<file path="config.mk">
export PLATFORM = sky130hd
export DESIGN_NAME = mul_err_monitor
export DESIGN_NICKNAME = d
export VERILOG_FILES = /design/src/rtl/mul_err_monitor.sv
export SDC_FILE = /design/constraint.sdc
export NUM_CORES = 1
export LEC_CHECK = 0
export BUFFER_PORTS_ARGS = -buffer_cell sky130_fd_sc_hd__buf_2
export CAP_MARGIN = 20
export CORE_UTILIZATION = 30
export DETAILED_ROUTE_END_ITERATION = 8
export GPL_TIMING_DRIVEN = 0
export HOLD_SLACK_MARGIN = 0.08
export SYNTH_ARGS = -nofsm -noshare
export SYNTH_HDL_FRONTEND = slang
export SYNTH_SLANG_ARGS = --single-unit
</file>
<file path="constraint.sdc">
create_clock -name clk -period 14.82 [get_ports clk]
set_input_delay 2.964 -clock clk [delete_from_list [all_inputs] [get_ports clk]]
set_output_delay 2.964 -clock clk [all_outputs]
set_load 0.1 [all_outputs]
</file>
<file path="src/rtl/mul_err_monitor.sv">
// Error-statistics monitor for an 8x8 approximate multiplier: observes operand/product
// samples, forms |exact - approx| and accumulates sum, max and nonzero-count over a run.
module mul_err_monitor #(
    parameter int CNT_W = 16,
    parameter int ACC_W = 32
) (
    input  logic             clk,
    input  logic             rst,
    input  logic             start,
    input  logic [CNT_W-1:0] num_samples,
    input  logic             in_valid,
    output logic             in_ready,
    input  logic [7:0]       a_op,
    input  logic [7:0]       b_op,
    input  logic [15:0]      approx_prod,
    output logic             busy,
    output logic             done,
    output logic [ACC_W-1:0] sum_err,
    output logic [15:0]      max_err,
    output logic [CNT_W-1:0] err_cnt,
    output logic [CNT_W-1:0] sample_cnt
);

    typedef enum logic [1:0] {
        IDLE  = 2'd0,
        RUN   = 2'd1,
        DRAIN = 2'd2,
        DONE  = 2'd3
    } state_t;

    state_t           state;
    state_t           state_nxt;
    logic [CNT_W-1:0] num_q;
    logic [CNT_W-1:0] acc_cnt;
    logic             launch;
    logic             accept;
    logic             last_accept;

    logic             vld_p1;
    logic [15:0]      exact_p1;
    logic [15:0]      approx_p1;
    logic [15:0]      err_p1;

    // The difference is formed in 17-bit signed space so neither ordering can wrap.
    function automatic logic [15:0] abs_diff(input logic [15:0] x, input logic [15:0] y);
        logic signed [16:0] d;
        d = signed'({1'b0, x}) - signed'({1'b0, y});
        return (d < 0) ? 16'(-d) : 16'(d);
    endfunction

    function automatic logic [ACC_W-1:0] sat_add(input logic [ACC_W-1:0] acc,
                                                 input logic [15:0] inc);
        logic [ACC_W:0] s;
        s = {1'b0, acc} + {{(ACC_W - 15){1'b0}}, inc};
        return s[ACC_W] ? {ACC_W{1'b1}} : s[ACC_W-1:0];
    endfunction

    assign launch      = start && ((state == IDLE) || (state == DONE));
    assign accept      = in_valid && in_ready;
    assign last_accept = accept && (acc_cnt == (num_q - CNT_W'(1)));
    assign err_p1      = abs_diff(exact_p1, approx_p1);

    always_ff @(posedge clk or posedge rst) begin
        if (rst) begin
            state <= IDLE;
        end else begin
            state <= state_nxt;
        end
    end

    always_comb begin
        state_nxt = state;
        case (state)
            IDLE, DONE: begin
                if (start) begin
                    state_nxt = (num_samples == '0) ? DONE : RUN;
                end
            end
            RUN: begin
                if (last_accept) begin
                    state_nxt = DRAIN;
                end
            end
            DRAIN: begin
                // The final sample sits in stage 1 here; leave as it retires.
                if (vld_p1) begin
                    state_nxt = DONE;
                end
            end
            default: state_nxt = IDLE;
        endcase
    end

    always_comb begin
        busy     = 1'b0;
        done     = 1'b0;
        in_ready = 1'b0;
        case (state)
            RUN: begin
                busy     = 1'b1;
                in_ready = (acc_cnt < num_q);
            end
            DRAIN:   busy = 1'b1;
            DONE:    done = 1'b1;
            default: ;
        endcase
    end

    always_ff @(posedge clk or posedge rst) begin
        if (rst) begin
            num_q   <= '0;
            acc_cnt <= '0;
        end else if (launch) begin
            num_q   <= num_samples;
            acc_cnt <= '0;
        end else if (accept) begin
            acc_cnt <= acc_cnt + CNT_W'(1);
        end
    end

    // Stage 1: capture exact product and the multiplier's answer on acceptance
    always_ff @(posedge clk or posedge rst) begin
        if (rst) begin
            vld_p1 <= 1'b0;
        end else begin
            vld_p1 <= accept;
        end
    end

    always_ff @(posedge clk) begin
        if (accept) begin
            exact_p1  <= 16'(a_op) * 16'(b_op);
            approx_p1 <= approx_prod;
        end
    end

    // Stage 2: fold the error into the run statistics
    always_ff @(posedge clk or posedge rst) begin
        if (rst) begin
            sum_err    <= '0;
            max_err    <= '0;
            err_cnt    <= '0;
            sample_cnt <= '0;
        end else if (launch) begin
            sum_err    <= '0;
            max_err    <= '0;
            err_cnt    <= '0;
            sample_cnt <= '0;
        end else if (vld_p1) begin
            sum_err    <= sat_add(sum_err, err_p1);
            sample_cnt <= sample_cnt + CNT_W'(1);
            if (err_p1 > max_err) begin
                max_err <= err_p1;
            end
            if (err_p1 != 16'd0) begin
                err_cnt <= err_cnt + CNT_W'(1);
            end
        end
    end

endmodule

</file>
# Yosys cells after proc, flatten, opt, wreduce, memory -nomap -nowiden
# Cells that the tools add are included.
totals:
  regBits: 147
  inputBits: 52
  out_inout_bits: 83
  word_cells: 66
op_classes:
  n_addsub: 7
  multipliers: 1
  magnitude_cmp: 3
  n_eq_ne: 7
  n_mux: 22
  reduce_logical: 16
op_table:
  columns: ["op", "n"]
  rows:
  - ["2-to-1 mux 16 bit", 11]
  - ["2-to-1 mux 32 bit", 3]
  - ["adder 16 x 1 -> 16 bit, second input constant", 3]
  - ["adder 32 x 16 -> 33 bit", 1]
  - ["less-than comparator 17 x 1 -> 1 bit, second input constant", 1]
  - ["subtractor 16 x 16 -> 17 bit", 1]
  - ["== test 16 bit", 1]
  - ["> comparator 16 bit", 1]
  - ["logical NOT 16 bit", 1]
  - ["less-than comparator 16 bit", 1]
  - ["multiplier 8 x 8 -> 16 bit", 1]
  - ["negator 16 bit", 1]
  - ["nonzero test 16 bit", 1]
  - ["subtractor 16 x 1 -> 16 bit, second input constant", 1]
  - ["2-to-1 mux 2 bit", 4]
  - ["nonzero test 2 bit", 4]
  - ["inequality test 2 bit, second input constant", 3]
  - ["one-hot mux 2 bit (3 select lines)", 1]
  - ["== test 2 bit, second input constant", 2]
  - ["AND reduction 2 bit", 2]
  - ["OR reduction 2 bit", 2]
  - ["logical AND 1 bit", 3]
  - ["2-to-1 mux 1 bit", 3]
  - ["AND reduction 3 bit", 1]
  - ["other kinds (3)", 3]

# Longest topological paths before layout
logic_depth:
  depth_word: 7
  ltp_mapped: 23

# Worst setup path after synthesis
# OpenSTA, ideal clock, no wires.
synth_path:
  path_kind: "reg2out"
  startpoint: "register acc_cnt[1]"
  endpoint: "output in_ready"
  arrival_time_ns: 4.822
  setup_slack_ns: 7.034
  stages_incl_launch_ff: 11
  cell_sequence: "dfrtp_1 ha_1 nor2b_1 o21a_1 o21a_1 o21a_1 o21a_1 o2111ai_1 a31oi_1 clkbuf_1 nor4bb_1"
synth_between:
  elab_chain_len: 2
synth_rtl:
  columns: ["element", "line_no", "rtl"]
  rows:
  - ["start, declared", "34", "logic [CNT_W-1:0] acc_cnt;"]
  - ["start signal, assigned", "117", "acc_cnt <= acc_cnt + CNT_W'(1);"]
  - ["less-than comparator 16 bit", "101", "in_ready = (acc_cnt < num_q);"]
  - ["2-to-1 mux 1 bit", "98", "case (state)"]
  - ["end, declared", "12", "output logic in_ready,"]
# Every way passes these cells.

# Worst setup path in the final report
layout_path:
  startpoint: "input a_op[1]"
  endpoint: "register exact_p1[14] (data pin)"
layout_between:
  elab_chain_len: 1
layout_rtl:
  columns: ["element", "line_no", "rtl"]
  rows:
  - ["start, declared", "13", "input logic [7:0] a_op,"]
  - ["multiplier 8 x 8 -> 16 bit", "132", "exact_p1 <= 16'(a_op) * 16'(b_op);"]
  - ["end signal, assigned", "132", null]
  - ["end, declared", "40", "logic [15:0] exact_p1;"]
# Every way passes these cells.
# A chain may end at the register's enable or synchronous reset.

==> metrics <==
outcome=finished, final reports clean; Startpoint Class=input port; Critical Path RT=around 15000 ps; Max FO, Critical Path=8; fin. max-slew vios=0; FP Rows=just over 70; GPL Wtd Cong=0.843; Final Hold Viols=0; Layout Nets=between 1500 and 2000; Total GRT Usage=0.161; worst slack, placed=roughly 7300 ps; Post-CTS Setup Bufs=0; largest cells by area after synthesis=dfrtp_1, ha_1, edfxtp_1, fa_1, xnor2_1; total die area=around 0.041 sq mm; CTS buffer count=17; Antenna Violating Nets Remaining=0; TritonCTS clock tree=done; Cells after Synth=1312; # IOs=135; Post-Syn Area per Cell=about 9 sq um; post-synthesis sequential area ratio=0.319; area of the core=roughly 0.039 sq mm; Main synth FF type=dfrtp_1; min cycle time layout=7060 ps; CP max-delay cell=fa_1; wire per inst=roughly 16 um; Post-DP Area=0.0134 sq mm; total area of sequential cells=between 0.003 and 0.004 sq mm; Seq cells post-synth=around 150; Design Area, Final=0.0140 sq mm; total gr overflow=0; final core occ=0.358; post-synthesis to final-layout area growth=16.4%; post-DP HPWL=25600 um; Hold Path Class=flip-flop to flip-flop; IO buf count=134; Max VDD drop=0.0918 mV; largest net degree at the start of global routing=approximately 70; Cells after DPL=1968; number of synthesized flops with an enable pin=32; CTS root buffer=clkbuf_16; cells along the critical path=buf_2, and2_1, fa_1, fa_1, inv_1, fa_1, fa_1, inv_1, ha_1, inv_1, o21ai_0, a21oi_1, o21bai_1, a21oi_1, o21ai_0, or4_1, o311a_1, xor2_1; Die Y=202 um; Pwr per Cell Area=234 mW/mm^2; fmax=between 100 and 150 MHz; library cells used by synthesis=between 80 and 90; RSZ-0062 raised after global routing=no; router iterations before antenna repair=7; post-synth top area cell=dfrtp_1; final setup TNS=0 ps; post-cts sizing count=0; Chip Width=about 200 um; worst-margin pin slew=between 1000 and 1500 ps; Detailed Route WL=around 32000 um; CP most frequent cell=fa_1; top-count cell post-synth=inv_1; final std cells w/o fill=~2000; post-synth top area share=0.239; Syn Nets=1513; # DRC=0; Yosys warnings=0; vias in the first global route=about 9800; first-pass GRT wire length=between 50000 and 60000 um; filler instances=~4100; footprint of the multi-input gates=around 0.0076 sq mm; synthesized area=about 0.012 sq mm; biggest cell delay along the critical path=approximately 550 ps; Initial Utilization=0.308; Crit Path Category=input port to flip-flop; Async S/R FF share, synth=0.782; commonest cells in the netlist=inv_1, dfrtp_1, ha_1; DR iter-0 viols=between 500 and 600; final setup violation count=0; hold buffer count at cts=0; initial antenna violation count=0; slew margin rel.=0.268; antenna fix cells=0; P_leak=6.37 nW; DR vias=10113; final setup margin=7760 ps; Vias/cell=5.05; Critical Path AT=just over 7000 ps; layout cells sized above 1=0.137; clk_lat worst skew=440 ps; Worst-path clk slew=approximately 60 ps; Clock Skews=between 8 and 9 ps; crit share post-route=0.476; CP endpoint kind=flip-flop; Sink Count=between 100 and 150; max_cap viols=0; clock tree buffer depth=2; number of H-tree levels=4
## cell families (layout without fill, tap and decap cells)
logic type	Yosys count	count (layout)	synth area share
AO/OA/AOI/OAI	295	295	0.169
XOR/XNOR	89	89	0.0648
adder cells (fa/ha/maj)	149	149	0.179
buffers and inverters	161	332	0.0513
flip-flops	147	147	0.319
multiplexers	28	28	0.0233
AND/OR/NAND/NOR	443	443	0.194
## flip-flops by register name, summed over array words and instances, names as in the netlist
register    count
sum_err        32
approx_p1      16
acc_cnt        16
state           2
num_q          16
sample_cnt     16
exact_p1       16
err_cnt        16
max_err        16
vld_p1          1
## worst paths after layout
check,startpoint,end,slack (ps),cells past startpoint
max in group asynchronous,rst,max_err[2]$_DFFE_PP0P_,11570,3
worst min-delay path,sum_err[21]$_DFFE_PP0P_,sum_err[21]$_DFFE_PP0P_,510,1
worst min register to register,sum_err[21]$_DFFE_PP0P_,sum_err[21]$_DFFE_PP0P_,510,1
worst max register to register,exact_p1[0]$_DFFE_PP_,sum_err[17]$_DFFE_PP0P_,8330,23
min in group asynchronous,rst,num_q[2]$_DFFE_PP0P_,2550,2
worst max-delay path,a_op[1],exact_p1[14]$_DFFE_PP_,7760,18
## metrics by stage
| stage | hold slack (ps) | total power, mW |
|---|---|---|
| after detailed placement | 501 | 2.83 |
| after global routing | 537 | 3.54 |
| after floorplan | 553 | 2.32 |
| final | 508 | 3.27 |
| after global placement | 502 | 2.78 |
| after CTS | 516 | 3.29 |
## layout make-up
cell class                      instances  area share
Clock buffer                           20      0.0319
Inverter                              121      0.0328
Timing Repair Buffer                  139      0.0526
Multi-Input combinational cell       1004       0.541
Clock inverter                         12     0.00921
Tap cell                              518      0.0463
Buffer                                 40      0.0116
Sequential cell                       147       0.274
## layout by cell type, fill, tap and decap left out, types with 28 or more instances in the layout
master / instances
a21oi_1: 59
mux2i_1: 28
nand3_1: 31
nor2_1: 84
clkbuf_1: 33
xnor2_1: 64
inv_1: 120
dfrtp_1: 115
and2_1: 58
o21ai_0: 67
ha_1: 111
buf_2: 139
nand2_1: 107
edfxtp_1: 32
fa_1: 38
## critical path, delay by kind of cell
kind | cells | cell delay, ps
XOR/XNOR | 1 | 170
AND/OR/NAND/NOR | 2 | 590
buffers and inverters | 4 | 300
adder cells (fa/ha/maj) | 5 | 2320
AO/OA/AOI/OAI | 6 | 890
## per-layer routing
layer | routed length, um | GRT usage | up-vias
li1 | - | - | 4997
met1 | 14900 | 0.206 | 4894
met2 | 15700 | 0.277 | 195
met3 | 1160 | 0.0248 | 27
met4 | 583 | 0.0510 | 0
met5 | 0 | 0 | -
## power by group
part,switching [mW],total (mW),internal [mW],leakage [nW]
combinational,1.46,2.23,0.772,4.25
clock,0.187,0.440,0.253,0.285
sequential,0.0779,0.598,0.520,1.84
Note: power is estimated with default switching activity, not from simulation.
